### src/rtl/prbs_frame_tx.sv
// Framed PRBS-31-style word source on an AXI-Stream master. The LFSR is reseeded at every frame.
// Each frame carries sof/eof sidebands, and a single-word error-injection hook feeds the receiver's checker.
module prbs_frame_tx #(
  parameter int C_LEN_W = 16,
  parameter int C_GAP_W = 8
) (
  input  logic               i_aclk,
  input  logic               i_areset,
  input  logic               i_enable,
  input  logic [31:0]        i_prbs_seed,
  input  logic [C_LEN_W-1:0] i_frame_len,
  input  logic [C_GAP_W-1:0] i_gap_len,
  input  logic               i_inject_err,
  input  logic               m_axis_tready,
  output logic               m_axis_tvalid,
  output logic [31:0]        m_axis_tdata,
  output logic               m_axis_sof,
  output logic               m_axis_eof,
  output logic [31:0]        o_frame_cnt,
  output logic               o_busy
);

  typedef enum logic [1:0] {
    S_IDLE,
    S_LOAD,
    S_SEND,
    S_GAP
  } state_t;

  state_t             state;
  logic [31:0]        lfsr;
  logic [C_LEN_W-1:0] len;
  logic [C_LEN_W-1:0] word_cnt;
  logic [C_GAP_W-1:0] gap;
  logic [C_GAP_W-1:0] gap_cnt;
  logic               err_pending;
  logic               err_beat;
  logic               tvalid;
  logic [31:0]        frame_cnt;

  logic handshake;
  logic last_word;
  logic beat_start;

  // Fibonacci LFSR, taps 32,22,2,1.
  function automatic logic [31:0] lfsr_next(input logic [31:0] s);
    return {s[30:0], s[31] ^ s[21] ^ s[1] ^ s[0]};
  endfunction

  assign handshake  = tvalid & m_axis_tready;
  assign last_word  = (word_cnt == len - C_LEN_W'(1));
  // A beat starts either on LOAD (word 0) or on the acceptance of a non-last word.
  assign beat_start = (state == S_LOAD) | (handshake & ~last_word);

  always_ff @(posedge i_aclk or posedge i_areset) begin
    if (i_areset) begin
      state       <= S_IDLE;
      lfsr        <= 32'h1;
      len         <= C_LEN_W'(1);
      word_cnt    <= '0;
      gap         <= '0;
      gap_cnt     <= '0;
      err_pending <= 1'b0;
      err_beat    <= 1'b0;
      tvalid      <= 1'b0;
      frame_cnt   <= '0;
    end else begin
      // NOTE: non-blocking assignments throughout, so every term below reads the pre-edge value;
      // that is what makes a same-cycle inject pulse miss the beat that starts on this edge.
      err_pending <= (err_pending & ~beat_start) | (i_inject_err & ~err_pending);

      case (state)
        S_IDLE: begin
          if (i_enable) state <= S_LOAD;
        end

        S_LOAD: begin
          lfsr     <= (i_prbs_seed == 32'h0) ? 32'h1 : i_prbs_seed;
          len      <= (i_frame_len == '0) ? C_LEN_W'(1) : i_frame_len;
          gap      <= i_gap_len;
          word_cnt <= '0;
          err_beat <= err_pending;
          tvalid   <= 1'b1;
          state    <= S_SEND;
        end

        S_SEND: begin
          if (handshake) begin
            if (!last_word) begin
              lfsr     <= lfsr_next(lfsr);
              word_cnt <= word_cnt + C_LEN_W'(1);
              err_beat <= err_pending;
            end else begin
              frame_cnt <= frame_cnt + 32'd1;
              err_beat  <= 1'b0;
              tvalid    <= 1'b0;
              if (gap != '0) begin
                gap_cnt <= gap;
                state   <= S_GAP;
              end else if (i_enable) begin
                state <= S_LOAD;
              end else begin
                state <= S_IDLE;
              end
            end
          end
        end

        S_GAP: begin
          if (gap_cnt == C_GAP_W'(1)) begin
            gap_cnt <= '0;
            state   <= i_enable ? S_LOAD : S_IDLE;
          end else begin
            gap_cnt <= gap_cnt - C_GAP_W'(1);
          end
        end

        default: state <= S_IDLE;
      endcase
    end
  end

  // Outputs are gated by the registered valid so everything reads zero outside SEND.
  assign m_axis_tvalid = tvalid;
  assign m_axis_tdata  = tvalid ? (lfsr ^ {31'b0, err_beat}) : 32'h0;
  assign m_axis_sof    = tvalid & (word_cnt == '0);
  assign m_axis_eof    = tvalid & last_word;
  assign o_frame_cnt   = frame_cnt;
  assign o_busy        = (state != S_IDLE);

endmodule

### config.mk
export PLATFORM = sky130hd
export DESIGN_NAME = prbs_frame_tx
export DESIGN_NICKNAME = d
export VERILOG_FILES = /design/src/rtl/prbs_frame_tx.sv
export SDC_FILE = /design/constraint.sdc
export NUM_CORES = 1
export LEC_CHECK = 0
export ABC_CLOCK_PERIOD_IN_PS = 3600
export BUFFER_PORTS_ARGS = -buffer_cell sky130_fd_sc_hd__buf_2
export CORE_MARGIN = 2
export CORE_UTILIZATION = 35
export CTS_CLUSTER_DIAMETER = 30
export DETAILED_ROUTE_END_ITERATION = 7
export GPL_TIMING_DRIVEN = 0
export SYNTH_ARGS = -nofsm -noshare
export SYNTH_HDL_FRONTEND = slang
export SYNTH_SLANG_ARGS = --single-unit
### constraint.sdc
create_clock -name i_aclk -period 3.6 [get_ports i_aclk]
set_input_delay 0.72 -clock i_aclk [delete_from_list [all_inputs] [get_ports i_aclk]]
set_output_delay 0.72 -clock i_aclk [all_outputs]
set_load 0.01 [all_outputs]
==> parameters.txt <==
Parameter                              Value

Yosys
  Mean cell area of the mapped netlist    approximately 8.6 um^2
  Synthesized flop and latch total    117
  Area contributors post-synth    sky130_fd_sc_hd__dfrtp_1, sky130_fd_sc_hd__nor2_1, sky130_fd_sc_hd__nand2_1
  Mapped Nets    818
  Post-synthesis async set-or-reset flop share    100.0%
  Biggest area consumer among synthesized cells    sky130_fd_sc_hd__dfrtp_1
  Number of enable flip-flop cells after synthesis    0
  Yosys synthesis warning count    0
  Gate count after technology mapping    751
  Synth cell count leaders    sky130_fd_sc_hd__dfrtp_1, sky130_fd_sc_hd__nor2_1, sky130_fd_sc_hd__nand2_1, sky130_fd_sc_hd__nor3_1
  Area of the mapped netlist    0.006484 mm^2
  Share of Yosys cell area claimed by the top area cell type    approximately 44%
  Post-synth top flop    sky130_fd_sc_hd__dfrtp_1
  Yosys cell types    between 50 and 60
  Sequential-to-total area share from yosys stat    45.19%
  Most numerous cell in the Yosys netlist    sky130_fd_sc_hd__dfrtp_1

Pwr
  Seq pwr share    between 30% and 40%
  Proportion of total power due to net switching    between 40% and 50%
  Clock share of power    approximately a quarter
  Net switching power    approximately 2.6 mW
  Leakage power total    3.774 nW
  Total power density per cell area    approximately 790 mW/mm^2
  Peak ir drop on the vdd network    375.4 uV
  Logic pwr share    39.7%
  Power Internal    3.818 mW
  Post-layout power    6.464 mW

Finish
  Area growth from synthesis to final layout    26.26%
  # fillers    1747
  # diodes    0
  Final core utilization    a little under half
  Total area of multi-input combinational cells    0.003381 mm^2
  Net count reported at finish    974
  Combined flip-flop and latch cell area    0.002932 mm^2
  Fraction of final layout cells sized beyond drive strength 1    21.52%

CTS
  Sinks on the clock net    117
  H-tree level count    4
  Clk Latency, worst-skew pair    420 ps
  Buffer depth of the longest clock path    2
  Hold Buf Count CTS    0
  Register clock-pin slew on the reported worst setup and hold paths    60 ps
  TritonCTS clock tree    yes
  Cell at the root of the clock tree    sky130_fd_sc_hd__clkbuf_16
  Number of buffers inserted during clock tree synthesis    17

Place
  Half-perimeter wire length of the detailed placement result    13160 um
  Routability cong.    around 0.85
  Number of buffers inserted by port buffering    128

Setup path
  Buffers plus inverters on the worst setup path    3
  Worst R2R Setup Slack    140 ps
  Crit path capture type    output port
  Cell family with the largest share of critical-path delay    simple AND/OR/NAND/NOR gates
  Critical path endpoint    m_axis_eof
  Slowest stage delay, CP    roughly 540 ps
  Number of cells on the worst reg-to-reg path    13
  Cell count along the critical path    10
  Critical path launch point type    flop
  Source of the critical timing path    len[0]
  Biggest fanout along the worst timing path    5
  Critical register-to-register path endpoint    lfsr[4]
  Critical Path, Cell by Cell    inv_1 -> ha_4 -> o21ba_2 -> a221oi_2 -> a41oi_2 -> or4_4 -> nor4_4 -> clkbuf_8 -> and2_4 -> buf_6
  Required @ worst endpoint    ~2900 ps
  Max stage delay cell, worst path    sky130_fd_sc_hd__dfstp_2
  Worst EP arrival    3070 ps
  CP Class    flop to output port
  Startpoint of the worst-slack reg-to-reg timing path    len[0]

Die
  Core area    0.01809 mm^2
  Standard-cell rows    49
  Initial standard-cell utilization of the core    35.85%
  Horizontal die dimension    between 100 and 150 um
  Die Outline Area    0.01963 mm^2
  Die Height    140.1 um
  Io pins    129

Timing
  Final Max Tran Viols    0
  Final period util    105.2%
  Hold slack    366.2 ps
  Worst Clk Skew    9.103 ps
  Setup-failing EPs final    1
  Setup TNS    -186.7 ps
  Max transition margin    55.34%
  RSZ-0062 raised after global routing    yes
  Min setup slack post-route    -186.7 ps
  Slew at the pin closest to its max-slew limit    roughly 670 ps
  Hold violation total from the final report    0
  Time the final worst path needs with I/O delays and setup    roughly 3800 ps
  Max Clock Freq    264.1 MHz

Global route
  GRT Resource Usage Total    18.95%
  Leftover overflow at the end of global routing    0
  Maximum number of pins on one net before global-route repair    38
  Via count of the first global-routing pass    5831
  Global-route wire length before repair    roughly 30000 um
  Initial antenna violation count    0

Drt
  Wire length after detailed routing    ~18000 um
  Via Count    5949
  Detailed-routing iteration count for the pre-antenna-repair pass    7
  Via density per instance    5.178
  Post-route DRC    5
  Average detailed-routed wire length per instance    15.75 um
  Count of routing violations after the opening detailed-route iteration    244
  Final antenna-violating net count    0

Status
  Result of the run    finished with violations
  Failing checks    DRC, setup timing

Flow run
  Max_cap viols    0

Min path
  Hold Crit Class    primary input to async pin
## worst register-to-register path, cell delays in order, from the launching register on
cell and delay, ps:
sky130_fd_sc_hd__dfstp_2 540, sky130_fd_sc_hd__inv_1 80, sky130_fd_sc_hd__ha_4 190, sky130_fd_sc_hd__o21ba_2 220, sky130_fd_sc_hd__a221oi_2 270, sky130_fd_sc_hd__a41oi_2 60, sky130_fd_sc_hd__or4_4 470, sky130_fd_sc_hd__nor4_4 380
sky130_fd_sc_hd__buf_4 250, sky130_fd_sc_hd__nand2b_1 170, sky130_fd_sc_hd__clkbuf_4 230, sky130_fd_sc_hd__buf_2 240, sky130_fd_sc_hd__nor2_1 60, sky130_fd_sc_hd__nor3_1 210
## flip-flops by register name, indices dropped and copies added (netlist names), 2 cells and up
name and flops:
lfsr 32, o_frame_cnt 32, len 16, word_cnt 16
gap 8, gap_cnt 8, state 2
## power by group through the flow
| stage | clock network [mW] | logic [mW] | registers (mW) |
|---|---|---|---|
| 2_1_floorplan | 0 | 1.80 | 2.09 |
| 3_3_place_gp | 0 | 2.43 | 2.23 |
| 3_5_place_dp | 0 | 2.48 | 2.23 |
| 4_1_cts | 1.69 | 2.53 | 2.22 |
| 5_1_grt | 1.75 | 2.90 | 2.30 |
| 6_report | 1.66 | 2.57 | 2.23 |
## area by class of cell
cell class	count	area share [%]
clock buffers	18	5.365
flip-flops and latches	117	35.81
plain buffers	35	1.895
repair buffers	137	9.323
clock inverters	14	1.712
multi-input cells	576	41.30
inverters	23	1.100
well taps	229	3.500
## cells by family (layout without fill, tap and decap cells)
| kind of cell | after synthesis | in the layout | share of synthesized area, % |
|---|---|---|---|
| AND/OR/NAND/NOR | 402 | 402 | 30.90 |
| XOR/XNOR | 59 | 59 | 7.970 |
| flip-flops | 117 | 117 | 45.19 |
| multiplexers | 10 | 10 | 1.621 |
| adder cells (fa/ha/maj) | 6 | 6 | 1.158 |
| AO/OA/AOI/OAI | 99 | 99 | 9.707 |
| buffers and inverters | 58 | 227 | 3.454 |
## worst min path at each step
| stage | startpoint | to | slack [ps] | cells after the start |
|---|---|---|---|---|
| after floorplan | len[15] | len[15] | 470 | 2 |
| final | i_areset | gap[3] | 370 | 2 |
| after detailed placement | o_frame_cnt[31] | o_frame_cnt[31] | 460 | 1 |
| after CTS | i_areset | gap[3] | 380 | 2 |
| after global routing | i_areset | gap[3] | 410 | 2 |
| after global placement | o_frame_cnt[31] | o_frame_cnt[31] | 450 | 1 |
## repair_timing
item	4_1_cts	5_1_grt
gates resized for setup	11	7
pin swaps	5	6
buffers inserted	5	1
setup endpoints to repair	86	44
## metal layers
metal,global-route usage (%),up-vias,part of all wire (%)
met5,0,-,0
met4,6.326,0,1.4
met3,3.726,20,4.6
met2,29.71,150,46
met1,26.40,2832,48
li1,-,2947,-
## placed cells by master, fill, tap and decap left out, types with 4 or more instances in the layout
master	count
sky130_fd_sc_hd__inv_1	22
sky130_fd_sc_hd__and3_1	9
sky130_fd_sc_hd__nor3_1	46
sky130_fd_sc_hd__xnor2_1	36
sky130_fd_sc_hd__and4_1	6
sky130_fd_sc_hd__clkbuf_16	17
sky130_fd_sc_hd__dfrtp_1	114
sky130_fd_sc_hd__buf_4	5
sky130_fd_sc_hd__o22ai_1	32
sky130_fd_sc_hd__nor4_1	19
sky130_fd_sc_hd__nand4_1	14
sky130_fd_sc_hd__mux2i_1	6
sky130_fd_sc_hd__clkbuf_1	27
sky130_fd_sc_hd__buf_2	129
sky130_fd_sc_hd__and2_1	35
sky130_fd_sc_hd__o21ai_0	22
sky130_fd_sc_hd__nand3_1	22
sky130_fd_sc_hd__a21oi_1	16
sky130_fd_sc_hd__or3_1	8
sky130_fd_sc_hd__xor2_1	23
sky130_fd_sc_hd__clkinvlp_4	4
sky130_fd_sc_hd__nand2b_1	8
sky130_fd_sc_hd__ha_1	5
sky130_fd_sc_hd__nor4b_1	4
sky130_fd_sc_hd__nand2_1	102
sky130_fd_sc_hd__inv_6	7
sky130_fd_sc_hd__nor2_1	106
## per-stage QoR
| step | instance area [um^2] | instances | setup WS, ps |
|---|---|---|---|
| after floorplan | 6489 | 751 | 26.67 |
| after global routing | 8187 | 1149 | -298.6 |
| after global placement | 7416 | 1108 | -610.8 |
| after detailed placement | 7483 | 1111 | -604.9 |
| after CTS | 8139 | 1148 | -265.6 |
| final | 8187 | 1149 | -186.7 |
Note: power is estimated with default switching activity, not from simulation.
